## config.mk

```make
export PLATFORM = sky130hd
export DESIGN_NAME = param_loader
export DESIGN_NICKNAME = d
export VERILOG_FILES = /design/src/rtl/bnn_pkg.sv /design/src/rtl/crc8_serial.sv /design/src/rtl/param_loader.sv
export SDC_FILE = /design/constraint.sdc
export NUM_CORES = 1
export LEC_CHECK = 0
export ABC_AREA = 1
export CAP_MARGIN = 5
export CELL_PAD_IN_SITES_DETAIL_PLACEMENT = 2
export CELL_PAD_IN_SITES_GLOBAL_PLACEMENT = 2
export CORE_ASPECT_RATIO = 0.7
export CORE_UTILIZATION = 33
export DETAILED_ROUTE_END_ITERATION = 16
export HOLD_SLACK_MARGIN = 0.15
export PLACE_DENSITY_LB_ADDON = 0.1
export SYNTH_ARGS = -nofsm -noshare
export SYNTH_HDL_FRONTEND = slang
export SYNTH_SLANG_ARGS = --single-unit
```

## constraint.sdc

```tcl
create_clock -name clk -period 2.75 [get_ports clk]
set_input_delay 0.275 -clock clk [delete_from_list [all_inputs] [get_ports clk]]
set_output_delay 0.275 -clock clk [all_outputs]
set_load 0.005 [all_outputs]
```

## src/rtl/bnn_pkg.sv

```systemverilog
// Shared definitions for the BNN parameter loader: chain sizing helpers,
// loader FSM states and the CRC-8 polynomial used for chain readback.
package bnn_pkg;

  typedef enum logic [1:0] {
    ST_IDLE  = 2'd0,
    ST_SHIFT = 2'd1,
    ST_DONE  = 2'd2
  } ld_state_t;

  localparam logic [7:0] CRC8_POLY = 8'h07;

  function automatic int chain_bits(input int neurons, input int inputs, input int bias_bits);
    return neurons * (inputs + bias_bits);
  endfunction

  function automatic int chain_words(input int bits, input int word_bits);
    return (bits + word_bits - 1) / word_bits;
  endfunction

endpackage

```

## src/rtl/crc8_serial.sv

```systemverilog
// Bit-serial CRC-8 (MSB first, init 0x00) over the bits returned from the
// neuron chain tail.
module crc8_serial
  import bnn_pkg::*;
(
  input  logic       clk,
  input  logic       rst_n,
  input  logic       clear,
  input  logic       enable,
  input  logic       bit_in,
  output logic [7:0] crc
);

  logic fb;

  assign fb = crc[7] ^ bit_in;

  always_ff @(posedge clk or negedge rst_n) begin
    if (!rst_n) begin
      crc <= 8'h00;
    end else if (clear) begin
      crc <= 8'h00;
    end else if (enable) begin
      crc <= {crc[6:0], 1'b0} ^ (fb ? CRC8_POLY : 8'h00);
    end
  end

endmodule

```

## src/rtl/param_loader.sv

```systemverilog
// Serialises host parameter words MSB-first into the neuron setup chain.
// Optional chain readback CRC is built when PARAM_READBACK_EN is defined.
module param_loader
  import bnn_pkg::*;
#(
  parameter int NEURONS   = 8,
  parameter int INPUTS    = 8,
  parameter int BIAS_BITS = 3,
  parameter int WORD_BITS = 8
) (
  input  logic                 clk,
  input  logic                 rst_n,
  input  logic                 start,
  input  logic [WORD_BITS-1:0] in_data,
  input  logic                 in_valid,
  output logic                 in_ready,
  output logic                 setup,
  output logic                 param_out,
  input  logic                 chain_in,
  output logic                 busy,
  output logic                 done,
  output logic [7:0]           readback_crc
);

  localparam int CHAIN_BITS = chain_bits(NEURONS, INPUTS, BIAS_BITS);
  localparam int WORDS      = chain_words(CHAIN_BITS, WORD_BITS);
  localparam int BCNT_W     = $clog2(CHAIN_BITS + 1);
  localparam int WCNT_W     = $clog2(WORDS + 1);
  localparam int LEFT_W     = $clog2(WORD_BITS + 1);

  localparam logic [BCNT_W-1:0] LAST_BIT = BCNT_W'(CHAIN_BITS - 1);
  localparam logic [WCNT_W-1:0] WORDS_C  = WCNT_W'(WORDS);
  localparam logic [LEFT_W-1:0] WORD_C   = LEFT_W'(WORD_BITS);
  localparam logic [LEFT_W-1:0] ONE_LEFT = LEFT_W'(1);

  ld_state_t            state, state_nxt;
  logic [WORD_BITS-1:0] word_sr;
  logic [LEFT_W-1:0]    bits_left;
  logic [WCNT_W-1:0]    word_cnt;
  logic [BCNT_W-1:0]    bit_cnt;
  logic                 in_shift, accept, last_bit, load_go;

  assign in_shift  = (state == ST_SHIFT);
  assign load_go   = (state == ST_IDLE) && start;
  assign setup     = in_shift && (bits_left != '0);
  assign param_out = setup & word_sr[WORD_BITS-1];
  // A new word may land on the same edge the current word's last bit leaves.
  assign in_ready  = in_shift && ((bits_left == '0) || (bits_left == ONE_LEFT))
                     && (word_cnt < WORDS_C);
  assign accept    = in_valid && in_ready;
  assign last_bit  = setup && (bit_cnt == LAST_BIT);

  always_comb begin
    state_nxt = state;
    busy      = 1'b0;
    done      = 1'b0;
    case (state)
      ST_IDLE:  if (start) state_nxt = ST_SHIFT;
      ST_SHIFT: begin
        busy = 1'b1;
        if (last_bit) state_nxt = ST_DONE;
      end
      ST_DONE: begin
        busy      = 1'b1;
        done      = 1'b1;
        state_nxt = ST_IDLE;
      end
      default:  state_nxt = ST_IDLE;
    endcase
  end

  always_ff @(posedge clk or negedge rst_n) begin
    if (!rst_n) begin
      state     <= ST_IDLE;
      bits_left <= '0;
      word_cnt  <= '0;
      bit_cnt   <= '0;
    end else begin
      state <= state_nxt;
      if (load_go) begin
        bits_left <= '0;
        word_cnt  <= '0;
        bit_cnt   <= '0;
      end else begin
        if (accept) begin
          bits_left <= WORD_C;
          word_cnt  <= word_cnt + 1'b1;
        end else if (setup) begin
          bits_left <= bits_left - 1'b1;
        end
        if (setup) bit_cnt <= bit_cnt + 1'b1;
        // Padding bits of the final word are dropped, never shifted.
        if (last_bit) bits_left <= '0;
      end
    end
  end

  always_ff @(posedge clk) begin
    if (accept) begin
      word_sr <= in_data;
    end else if (setup) begin
      word_sr <= word_sr << 1;
    end
  end

`ifdef PARAM_READBACK_EN
  crc8_serial u_crc (
    .clk    (clk),
    .rst_n  (rst_n),
    .clear  (load_go),
    .enable (setup),
    .bit_in (chain_in),
    .crc    (readback_crc)
  );
`else
  logic unused_chain_in;
  assign unused_chain_in = chain_in;
  assign readback_crc    = 8'h00;
`endif

endmodule
```

==> flow_summary_export.csv <==
group,metric,value,unit
global_route,grt_max_degree,18,
routing,wl_per_cell,14.77,um
power_and_ir_drop,powerDensity,961.7,nW/um2
routing,drt_iter0_markers,63,
clock_tree,cts.sink_count,25,
final_layout,area_growth,16.27,%
clock_tree,clkLatencyLatePin,0.27,ns
setup_path,worstPathArrival,2.13,ns
global_route,grt_pass1_wl,6320,um
logic_synthesis,seq_area_frac_synth,0.4532,
final_layout,finalNetCount,219,
logic_synthesis,synth_top_area_share,0.2896,
clock_tree,root_buffer,"clkbuf_8",
clock_tree,post_cts.repair.setup_buffers,0,
clock_tree,cts_buffer_depth,2,
sta,clock-skew-final,0.006440,ns
logic_synthesis,synthCells,177,
final_layout,drive_gt1_frac,0.08673,
sta,setup_tns,0,ns
logic_synthesis,synth_area,1469,um2
setup_path,path_cells,"inv_1 -> ha_1 -> inv_2 -> a21oi_4 -> clkdlybuf4s50_1",
die,pin_count,26,
setup_path,r2r_end,"word_sr[7]$_DFFE_PP_",
die,start_util,0.3592,
job,maxCapViolations,0,
logic_synthesis,async_flop_share,0.6800,
logic_synthesis,synthTopCellsByArea,"dfrtp_1 29%, edfxtp_1 16%, nand2_1 13%",
logic_synthesis,synth-edff-count,8,
logic_synthesis,yosys-top-cells-count,"51 x nand2_1, 18 x nor2_1, 17 x dfrtp_1, 17 x inv_1, 13 x nand3_1",
clock_tree,cts_resized,0,
setup_path,r2r_start,"bits_left[0]$_DFFE_PN0P_",
setup_path,critical_path_required,2.48,ns
setup_path,cpMaxStageDelayCell,"clkdlybuf4s50_1",
sta,setup_violations,0,
logic_synthesis,synth_area_per_cell,8.299,um2
status,status,"complete, no violations",
power_and_ir_drop,irDropWorstVdd,0.3873,mV
logic_synthesis,yosysMostFrequentCell,"nand2_1",
sta,hold_ws,0.4878,ns
sta,slew_viol_final,0,
global_route,antenna_found_initial,0,
final_layout,num-fill-cells,481,
routing,avgViaCountPerCell,4.798,
sta,hold_violations,0,
place,hpwl,2803,um
place,io_buffers,16,
sta,period_minus_slack,2.403,ns
routing,drtAntennaViolNets,0,
global_route,gr-usage-all-layers,0.1795,
die,fp-row-count,19,
setup_path,critPathMaxFanout,10,
die,die_w,81.74,um
die,die_area,4726,um2
min_path,hp-class,"primary input to asynchronous set/reset pin",
sta,rsz0062_at_grt,"false",
logic_synthesis,yosys.area.top_type,"dfrtp_1",
logic_synthesis,synth_ff_type,"dfrtp_1",
setup_path,ff2ff_setup_slack,0.83,ns
clock_tree,numCtsBuffers,3,
setup_path,slowest_delay,0.57,ns
place,routabilityCongestion,0.7232,
routing,first_pass_iters,4,
die,die_y,57.82,um
power_and_ir_drop,p_leak,0.8285,nW
die,core,4089,um2
global_route,overflow,0,
sta,fin_crit_sh,0.8737,
logic_synthesis,synth.lib_cells_used.distinct,29,
sta,fmaxAchievable,416.2,MHz
routing,vias,1190,
routing,drc,0,
setup_path,cp-end-kind,"output pin",
sta,slew-limit-headroom,0.4123,
sta,worst_pin_slew,0.8788,ns
logic_synthesis,ys.warnings.count,0,
setup_path,rr_worst_depth,9,
setup_path,critPathKind,"flip-flop to output pin",
clock_tree,postCtsHoldBufs,0,
logic_synthesis,synth_seq_cells,25,
clock_tree,cts_tree,"built",
clock_tree,cts_max_level,1,
global_route,grt_pass1_vias,1365,
clock_tree,path_clk_slew,0.10,ns
final_layout,insertedDiodeCount,0,
routing,wl,3662,um
setup_path,crit_path_start_kind,"flip-flop",
## layout by cell type (no fill, tap or decap), types with 4 or more instances in the layout
master,netlist,routed
nor2_1,18,18
inv_1,17,17
conb_1,1,8
a21oi_1,4,4
edfxtp_1,8,8
clkdlybuf4s50_1,0,16
nand3_1,13,13
ha_1,9,9
nand2_1,51,51
o21ai_0,6,6
dfrtp_1,17,17
## worst max-delay path by stage
stage | from | to
after floorplan | state[1]$_DFFE_PN0P_ | word_sr[0]$_SDFFCE_PN0P_
after global placement | state[1]$_DFFE_PN0P_ | setup
after detailed placement | state[1]$_DFFE_PN0P_ | setup
after CTS | state[1]$_DFFE_PN0P_ | setup
after global routing | state[1]$_DFFE_PN0P_ | setup
final | state[1]$_DFFE_PN0P_ | setup
## layer usage
layer  track usage  vias to the layer above  part of all wire
li1              -                      585                 -
met1        0.2139                      582              0.47
met2        0.3294                       19              0.49
met3       0.04882                        4             0.032
met4       0.02256                        0            0.0085
met5             0                        -                 0
## area by class of cell
cell class                 count  area (um2)  area share
tap                           52       65.06     0.03810
multi-input combinational    130       680.7      0.3985
clock inverter                 1       7.507    0.004396
clock buffer                   3       41.29     0.02418
sequential                    25       665.6      0.3897
inverter                      19       72.57     0.04249
timing repair buffer          18       175.2      0.1026
## power by group
part           switching [mW]  internal [mW]  leakage, nW
sequential             0.0970          0.554        0.299
clock                   0.128          0.103       0.0217
combinational           0.470          0.290        0.507
total                   0.695          0.947        0.829
## state kept, by name, indices dropped and copies added, names as in the netlist
signal and cells:
word_sr 8, bit_cnt 7, bits_left 4, word_cnt 4, state 2
## cell families after synthesis
group           after synthesis  share of synthesized area
xor+xnor                      2                    0.01193
buf+inv                      29                     0.1014
fa+ha+maj                     9                    0.07666
flops                        25                     0.4532
other cells                   1                   0.002553
compound gates               15                    0.06645
simple gates                 96                     0.2879
## critical path: cells and delay by family, from the launching register on
| kind | cells | cell delay [ns] |
|---|---|---|
| buf+inv | 3 | 0.81 |
| flops | 1 | 0.41 |
| compound gates | 1 | 0.31 |
| fa+ha+maj | 1 | 0.34 |
## stage by stage
step / area (um2) / setup WS, ns / cells / utilization / total power [mW]
after global placement: 1659 / 0.7313 / 244 / 0.4058 / 1.349
after detailed placement: 1659 / 0.6227 / 244 / 0.4058 / 1.431
final: 1708 / 0.3473 / 248 / 0.4177 / 1.642
after CTS: 1708 / 0.3140 / 248 / 0.4177 / 1.676
after floorplan: 1495 / 0.9865 / 184 / - / 1.150
after global routing: 1708 / 0.2259 / 248 / 0.4177 / 1.803
Power figures use the tool's default switching activity.
